### src/rtl/smith_waterman_pe_if.sv
// rtl/smith_waterman_pe_if.sv - systolic link bundle for one Smith-Waterman PE
//
// Carries every non-clock/reset signal of a PE.
//   master : the upstream side (previous PE or test driver), drives the *_in,
//            init_V/init_E and stall signals and observes the *_out signals.
//   slave  : the PE itself.
// Optional: SW_PE_MAX_TRACK_EN adds max_out (running maximum of V_out).
interface smith_waterman_pe_if #(
  parameter int WIDTH = 10
);
  logic                    stall;
  logic signed [WIDTH-1:0] V_in;
  logic signed [WIDTH-1:0] F_in;
  logic [1:0]              T_in;
  logic [1:0]              S_in;
  logic                    store_S_in;
  logic                    init_in;
  logic signed [WIDTH-1:0] init_V;
  logic signed [WIDTH-1:0] init_E;
  logic signed [WIDTH-1:0] V_out;
  logic signed [WIDTH-1:0] E_out;
  logic signed [WIDTH-1:0] F_out;
  logic [1:0]              S_out;
  logic [1:0]              T_out;
  logic                    store_S_out;
  logic                    init_out;
`ifdef SW_PE_MAX_TRACK_EN
  logic signed [WIDTH-1:0] max_out;

  modport master (
    output stall, V_in, F_in, T_in, S_in, store_S_in, init_in, init_V, init_E,
    input  V_out, E_out, F_out, S_out, T_out, store_S_out, init_out, max_out
  );
  modport slave (
    input  stall, V_in, F_in, T_in, S_in, store_S_in, init_in, init_V, init_E,
    output V_out, E_out, F_out, S_out, T_out, store_S_out, init_out, max_out
  );
`else
  modport master (
    output stall, V_in, F_in, T_in, S_in, store_S_in, init_in, init_V, init_E,
    input  V_out, E_out, F_out, S_out, T_out, store_S_out, init_out
  );
  modport slave (
    input  stall, V_in, F_in, T_in, S_in, store_S_in, init_in, init_V, init_E,
    output V_out, E_out, F_out, S_out, T_out, store_S_out, init_out
  );
`endif
endinterface

### src/rtl/smith_waterman_pe.sv
// rtl/smith_waterman_pe.sv - one affine-gap Smith-Waterman systolic processing element
//
// Ports:
//   clk  : rising-edge clock
//   rst  : synchronous active-high reset (beats stall)
//   bus  : smith_waterman_pe_if.slave
//          in : stall, V_in, F_in, T_in, S_in, store_S_in, init_in, init_V, init_E
//          out: V_out, E_out, F_out, S_out, T_out, store_S_out, init_out
//               (+ max_out when SW_PE_MAX_TRACK_EN is defined)
// All outputs are registered, one cycle after the inputs they depend on.
module smith_waterman_pe #(
  parameter int WIDTH      = 10,
  parameter int MATCH      = 10,
  parameter int MISMATCH   = -2,
  parameter int GAP_OPEN   = -2,
  parameter int GAP_EXTEND = -1
) (
  input  logic                 clk,
  input  logic                 rst,
  smith_waterman_pe_if.slave   bus
);

  // One extra bit of headroom so a single add never wraps before saturation.
  typedef logic signed [WIDTH:0]   wide_t;
  typedef logic signed [WIDTH-1:0] score_t;

  localparam wide_t MATCH_W    = (WIDTH+1)'(MATCH);
  localparam wide_t MISMATCH_W = (WIDTH+1)'(MISMATCH);
  localparam wide_t GAP_OPEN_W = (WIDTH+1)'(GAP_OPEN);
  localparam wide_t GAP_EXT_W  = (WIDTH+1)'(GAP_EXTEND);
  localparam wide_t MAX_W      = (WIDTH+1)'(2**(WIDTH-1) - 1);
  localparam wide_t MIN_W      = (WIDTH+1)'(-(2**(WIDTH-1)));

  function automatic wide_t ext(input score_t x);
    return $signed({x[WIDTH-1], x});
  endfunction

  function automatic wide_t max2(input wide_t a, input wide_t b);
    return (a > b) ? a : b;
  endfunction

  function automatic score_t sat(input wide_t x);
    wide_t y;
    y = x;
    if (x > MAX_W) y = MAX_W;
    if (x < MIN_W) y = MIN_W;
    return y[WIDTH-1:0];
  endfunction

  score_t     v_q, e_q, f_q, vdiag_q;
  logic [1:0] s_q, t_q;
  logic       store_q, init_q;

  wide_t  sub_w;
  score_t e_new, f_new, v_new;

  // The cell uses the S already held; a store in the same cycle lands afterwards.
  assign sub_w = (s_q == bus.T_in) ? MATCH_W : MISMATCH_W;
  assign e_new = sat(max2(ext(v_q) + GAP_OPEN_W, ext(e_q) + GAP_EXT_W));
  assign f_new = sat(max2(ext(bus.V_in) + GAP_OPEN_W, ext(bus.F_in) + GAP_EXT_W));
  // The zero floor keeps V non-negative, so only the upper bound can bite.
  assign v_new = sat(max2(max2('0, ext(vdiag_q) + sub_w),
                          max2(ext(e_new), ext(f_new))));

  always_ff @(posedge clk) begin
    if (rst) begin
      v_q     <= '0;
      e_q     <= '0;
      f_q     <= '0;
      vdiag_q <= '0;
      s_q     <= '0;
      t_q     <= '0;
      store_q <= 1'b0;
      init_q  <= 1'b0;
    end else if (!bus.stall) begin
      t_q     <= bus.T_in;
      store_q <= bus.store_S_in;
      init_q  <= bus.init_in;
      vdiag_q <= bus.V_in;
      f_q     <= f_new;
      if (bus.store_S_in) s_q <= bus.S_in;
      if (bus.init_in) begin
        v_q <= v_new;
        e_q <= e_new;
      end else begin
        v_q <= bus.init_V;
        e_q <= bus.init_E;
      end
    end
  end

  assign bus.V_out       = v_q;
  assign bus.E_out       = e_q;
  assign bus.F_out       = f_q;
  assign bus.S_out       = s_q;
  assign bus.T_out       = t_q;
  assign bus.store_S_out = store_q;
  assign bus.init_out    = init_q;

`ifdef SW_PE_MAX_TRACK_EN
  score_t max_q;

  // Running best score of the current row; an init cycle starts a new row.
  always_ff @(posedge clk) begin
    if (rst) begin
      max_q <= '0;
    end else if (!bus.stall) begin
      if (!bus.init_in)       max_q <= '0;
      else if (v_new > max_q) max_q <= v_new;
    end
  end

  assign bus.max_out = max_q;
`else
  // Running-maximum tracking not built.
`endif

endmodule

### src/flat_wrapper.sv
// flat-port wrapper written by rule: the top's interface ports become plain ports
module smith_waterman_pe_flat 
#(
  parameter int WIDTH      = 10,
  parameter int MATCH      = 10,
  parameter int MISMATCH   = -2,
  parameter int GAP_OPEN   = -2,
  parameter int GAP_EXTEND = -1
)
  (clk, rst, bus_stall, bus_V_in, bus_F_in, bus_T_in, bus_S_in, bus_store_S_in, bus_init_in, bus_init_V, bus_init_E, bus_V_out, bus_E_out, bus_F_out, bus_S_out, bus_T_out, bus_store_S_out, bus_init_out);
  smith_waterman_pe_if #(.WIDTH(WIDTH)) bus_i ();
  input  logic clk;
  input  logic rst;
  input wire logic [$bits(bus_i.stall)-1:0] bus_stall;
  input wire logic [$bits(bus_i.V_in)-1:0] bus_V_in;
  input wire logic [$bits(bus_i.F_in)-1:0] bus_F_in;
  input wire logic [$bits(bus_i.T_in)-1:0] bus_T_in;
  input wire logic [$bits(bus_i.S_in)-1:0] bus_S_in;
  input wire logic [$bits(bus_i.store_S_in)-1:0] bus_store_S_in;
  input wire logic [$bits(bus_i.init_in)-1:0] bus_init_in;
  input wire logic [$bits(bus_i.init_V)-1:0] bus_init_V;
  input wire logic [$bits(bus_i.init_E)-1:0] bus_init_E;
  output wire logic [$bits(bus_i.V_out)-1:0] bus_V_out;
  output wire logic [$bits(bus_i.E_out)-1:0] bus_E_out;
  output wire logic [$bits(bus_i.F_out)-1:0] bus_F_out;
  output wire logic [$bits(bus_i.S_out)-1:0] bus_S_out;
  output wire logic [$bits(bus_i.T_out)-1:0] bus_T_out;
  output wire logic [$bits(bus_i.store_S_out)-1:0] bus_store_S_out;
  output wire logic [$bits(bus_i.init_out)-1:0] bus_init_out;
  assign bus_i.stall = bus_stall;
  assign bus_i.V_in = bus_V_in;
  assign bus_i.F_in = bus_F_in;
  assign bus_i.T_in = bus_T_in;
  assign bus_i.S_in = bus_S_in;
  assign bus_i.store_S_in = bus_store_S_in;
  assign bus_i.init_in = bus_init_in;
  assign bus_i.init_V = bus_init_V;
  assign bus_i.init_E = bus_init_E;
  assign bus_V_out = bus_i.V_out;
  assign bus_E_out = bus_i.E_out;
  assign bus_F_out = bus_i.F_out;
  assign bus_S_out = bus_i.S_out;
  assign bus_T_out = bus_i.T_out;
  assign bus_store_S_out = bus_i.store_S_out;
  assign bus_init_out = bus_i.init_out;
  smith_waterman_pe #(.WIDTH(WIDTH), .MATCH(MATCH), .MISMATCH(MISMATCH), .GAP_OPEN(GAP_OPEN), .GAP_EXTEND(GAP_EXTEND)) u_core (.clk(clk), .rst(rst), .bus(bus_i));
endmodule
### config.mk
export PLATFORM = sky130hd
export DESIGN_NAME = smith_waterman_pe_flat
export DESIGN_NICKNAME = d
export VERILOG_FILES = /design/src/rtl/smith_waterman_pe_if.sv /design/src/rtl/smith_waterman_pe.sv /design/src/flat_wrapper.sv
export SDC_FILE = /design/constraint.sdc
export NUM_CORES = 1
export LEC_CHECK = 0
export BUFFER_PORTS_ARGS = -buffer_cell sky130_fd_sc_hd__buf_4
export CAP_MARGIN = 20
export CORE_ASPECT_RATIO = 0.9
export CORE_MARGIN = 8
export CORE_UTILIZATION = 43
export DETAILED_ROUTE_END_ITERATION = 7
export PLACE_DENSITY_LB_ADDON = 0.25
export SLEW_MARGIN = 10
export SYNTH_ARGS = -nofsm -noshare
export SYNTH_HDL_FRONTEND = slang
export SYNTH_SLANG_ARGS = --single-unit
### constraint.sdc
create_clock -name clk -period 21.2 [get_ports clk]
set_input_delay 6.36 -clock clk [delete_from_list [all_inputs] [get_ports clk]]
set_output_delay 6.36 -clock clk [all_outputs]
set_load 0.02 [all_outputs]
==> results.md <==
- Status: finished, final reports clean
- Filler cell count: 1222
- Ant diodes: 0
- Adder-cell share of the synthesized area: 13.1%
- CP Data Arrival Time: 13.93 ns
- Switching Share: 54.2%
- GR Overflow Total: 0
- Core Area: 12500 um^2
- Tmin final: between 10 and 15 ns
- Htree depth: 2
- Setup TNS: 0 ns
- Post-Syn Area: 5410 um^2
- Fraction of synthesized area in multiplexers: 5.81%
- Max-slew violations: 0
- DR vias/cell: 6.30
- Die X: 134 um
- Crit share post-route: 64.9%
- Share of the synthesized area in the top cell type: 17.0%
- Main combinational cell family by area after synthesis: compound AO/OA/AOI/OAI gates
- Peak supply drop: 0.0758 mV
- Setup ws final: 7.45 ns
- Hold slack: 0.478 ns
- ANT nets after route: 0
- DP HPWL: 14500 um
- All-Layer GR Usage: 21.5%
- Vias in the first global route: 5516
- Max clock buf depth: 2
- Setup Viol. Count Final: 0
- Vias after detailed routing: 5891
- Simple-Gate Fraction of Synth Area: about 25%
- Worst Setup Path Type: in2reg
- Post-Synth XOR/XNOR Area: 5.02%
- Sequential cell area: 921 um^2
- Synth top area cells: dfxtp_1 (17%), ha_1 (12%), nor2_1 (5.3%), mux2i_1 (3.9%), xnor2_1 (3.7%)
- RSZ-0062 raised after global routing: false
- Total clock buffers created by CTS: 5
- Async SR Flop Fraction: 0%
- First-pass GRT wire length: 28700 um
- Complex-gate fraction of the synthesized area: 28.8%
- Crit-path slowest cell: nor4bb_2
- Cell variety after synth: 94
- Syn Area/Cell: around 7.7 um^2
- Final hold violations: 0
- Clk_lat worst skew: 0.29 ns
- Fin cells: between 900 and 1000
- Synth Register Bits: 46
- Pint: around 0.00046 W
- Maxcap violations: 0
- Crit path required time: roughly 21 ns
- Largest net degree at the start of global routing: 47
- Initial antenna violation count: 0
- Die ar.: 16400 um^2
- Cts repair resizes: 0
- Clock Pin Slew Worst Setup and Hold Paths: 0.07 ns
- Leading area contributor after synthesis: dfxtp_1
- Pre-antenna DRT Iters: 6
- Max Clk Rate: 72.7 MHz
- Crit path launch type: primary input
- Sequential-to-total area share from yosys stat: 17.0%
- Port bufs: 84
- WL per Instance: 19.7 um
- Yosys warns: 0
- Starting DRT DRC Count: 691
- Clock Power Share: approximately a tenth
- Crit-path max cell delay: 0.53 ns
- Layout cells sized above 1: 17.9%
- I/O pin count: 85
- Final setup skew: 0.00522 ns
- Main flop type after synthesis: dfxtp_1
- Number of flops mapped to enable cells by yosys: 0
- Post-CTS Setup Inserts: 0
- Syn Nets: 804
- TritonCTS clock tree: yes
- Reg2reg setup slack: ~13 ns
- Die Ht: roughly 120 um
- Crit Path Max Fanout: 16
- CTS sink count: 46
- Leakage power: 2.69 nW
- HP Class: reg2reg
- Area of the multi-input gates: 4230 um^2
- Synth Instances: approximately 700
- Setup slack after placement: 7.39 ns
- Setup crit end kind: flop
- Hold buffer count at CTS: 0
- Row count: 39
- Total Wirelength: 18500 um
- Placer Congestion: 0.970
- Layout Nets: just under 900
- Layout area overhead: 16.9%
- Residual DRC: 0
- Initial Util: 43.3%
- Inst Count DP: 927
- Clock Tree Root: clkbuf_16
- Switching power: roughly 0.00054 W
- Gate power share: 78.7%
- Slew @ Worst Pin: 1.07 ns
- Power per cell area: 157 nW/um^2
- Flop pwr share: 11.9%
- Slew margin rel.: 28.2%
-- cell usage in the layout (no fill, tap or decap), types with 4 or more instances in the layout --
cell	instances
clkbuf_16	5
o31a_1	5
xor2_1	8
mux2i_1	21
o21a_1	10
a32oi_1	6
nor3_1	14
nor3b_1	4
a221oi_1	6
nand2b_1	5
nand2_1	50
o22ai_1	8
a21oi_1	32
xnor2_1	23
o21ai_0	36
o221ai_1	5
maj3_1	4
or3_1	8
and2_1	15
nor4_1	5
o211ai_1	10
dfxtp_1	46
buf_4	86
nor2_1	76
and3_1	13
a21o_1	6
a31oi_1	6
inv_1	37
a211oi_1	17
nor2b_1	7
a22oi_1	11
nand3_1	36
o31ai_1	4
o2111ai_1	5
or2_2	7
ha_1	51
-- power groups by stage --
| stage | clock (W) | combinational [W] | sequential, W |
|---|---|---|---|
| floorplan | 0 | 0.000551 | 0.000128 |
| global placement | 0 | 0.000734 | 0.000119 |
| detailed placement | 0 | 0.000755 | 0.000119 |
| CTS | 0.0000965 | 0.000760 | 0.000117 |
| global route | 0.000100 | 0.000850 | 0.000120 |
| finish | 0.0000944 | 0.000783 | 0.000118 |
-- critical path: cells and delay by family --
kind | cells | cell delay (ns)
AND/OR/NAND/NOR | 15 | 3.56
AO/OA/AOI/OAI | 9 | 1.92
adder cells (fa/ha/maj) | 4 | 1.30
multiplexers | 1 | 0.47
buffers and inverters | 3 | 0.30
-- metal layers --
layer | global-route usage [%] | vias up | wire length [um]
met4 | 6.10 | 0 | 375
met2 | 33.7 | 317 | 8080
met1 | 29.4 | 2757 | 8370
met5 | 0 | - | 0
met3 | 4.30 | 39 | 1640
li1 | - | 2778 | -
-- final cells by class --
type / count / area share [%]
multi-input combinational: 592 / 66.9
sequential: 46 / 14.6
timing repair buffer: 86 / 10.2
tap: 164 / 3.25
inverter: 39 / 2.32
clock buffer: 5 / 1.98
clock inverter: 3 / 0.772
-- synth_stat cells (3+ instances only) --
master	n
o21ai_1	3
o2111ai_1	5
nor4_1	5
nand2b_1	5
xor2_1	8
o21ai_0	36
nor3_1	14
nor2b_1	7
a21oi_1	32
a32oi_1	6
ha_1	51
o311ai_0	3
a21o_1	6
mux2_4	3
or2_2	7
nor2_1	76
o31ai_1	4
a211oi_1	17
a31oi_1	6
and2_1	15
and3_1	13
o31a_1	5
mux2i_1	21
o22ai_1	8
o21a_1	10
xnor2_1	23
o211ai_1	10
a22oi_1	11
nand3_1	36
nand2_1	50
or3_1	8
buf_1	6
nand4_1	3
dfxtp_1	46
or4_1	3
inv_1	37
a221oi_1	6
clkbuf_1	16
o221ai_1	5
nor3b_1	4
a21boi_0	3
maj3_1	4
-- through the flow --
step | power [W] | util, % | cell area (um^2)
final | 0.000995 | 50.6 | 6320
after global routing | 0.00107 | 50.6 | 6320
after CTS | 0.000974 | 50.6 | 6320
after detailed placement | 0.000874 | 49.2 | 6150
after global placement | 0.000853 | 49.2 | 6150
after floorplan | 0.000679 | - | 5410
-- state kept, by name, summed over array words and instances, names as in the netlist --
register,count
u_core.bus.E_out,10
u_core.bus.F_out,10
u_core.bus.S_out,2
u_core.bus.T_out,2
u_core.bus.V_out,10
u_core.bus.init_out,1
u_core.bus.store_S_out,1
u_core.vdiag_q,10
-- final timing paths --
path / startpoint / to / cells past startpoint
min: u_core.bus.F_out[8] / u_core.bus.F_out[8] / 2
max reg2reg: u_core.bus.V_out[4] / u_core.bus.V_out[0] / 31
min reg2reg: u_core.bus.F_out[8] / u_core.bus.F_out[8] / 2
max: bus_F_in[4] / u_core.bus.V_out[0] / 32
-- logic make-up (layout without fill, tap and decap cells) --
kind of cell | count (synthesis) | in the layout
and+or+nand+nor | 266 | 266
adders and majority gates | 57 | 57
buffers and inverters | 65 | 133
other | 1 | 1
DFF | 46 | 46
xor gates and xnor gates | 31 | 31
muxes | 27 | 27
AOI/OAI and AO/OA | 210 | 210
No activity file was read; power rests on OpenSTA's default activity.
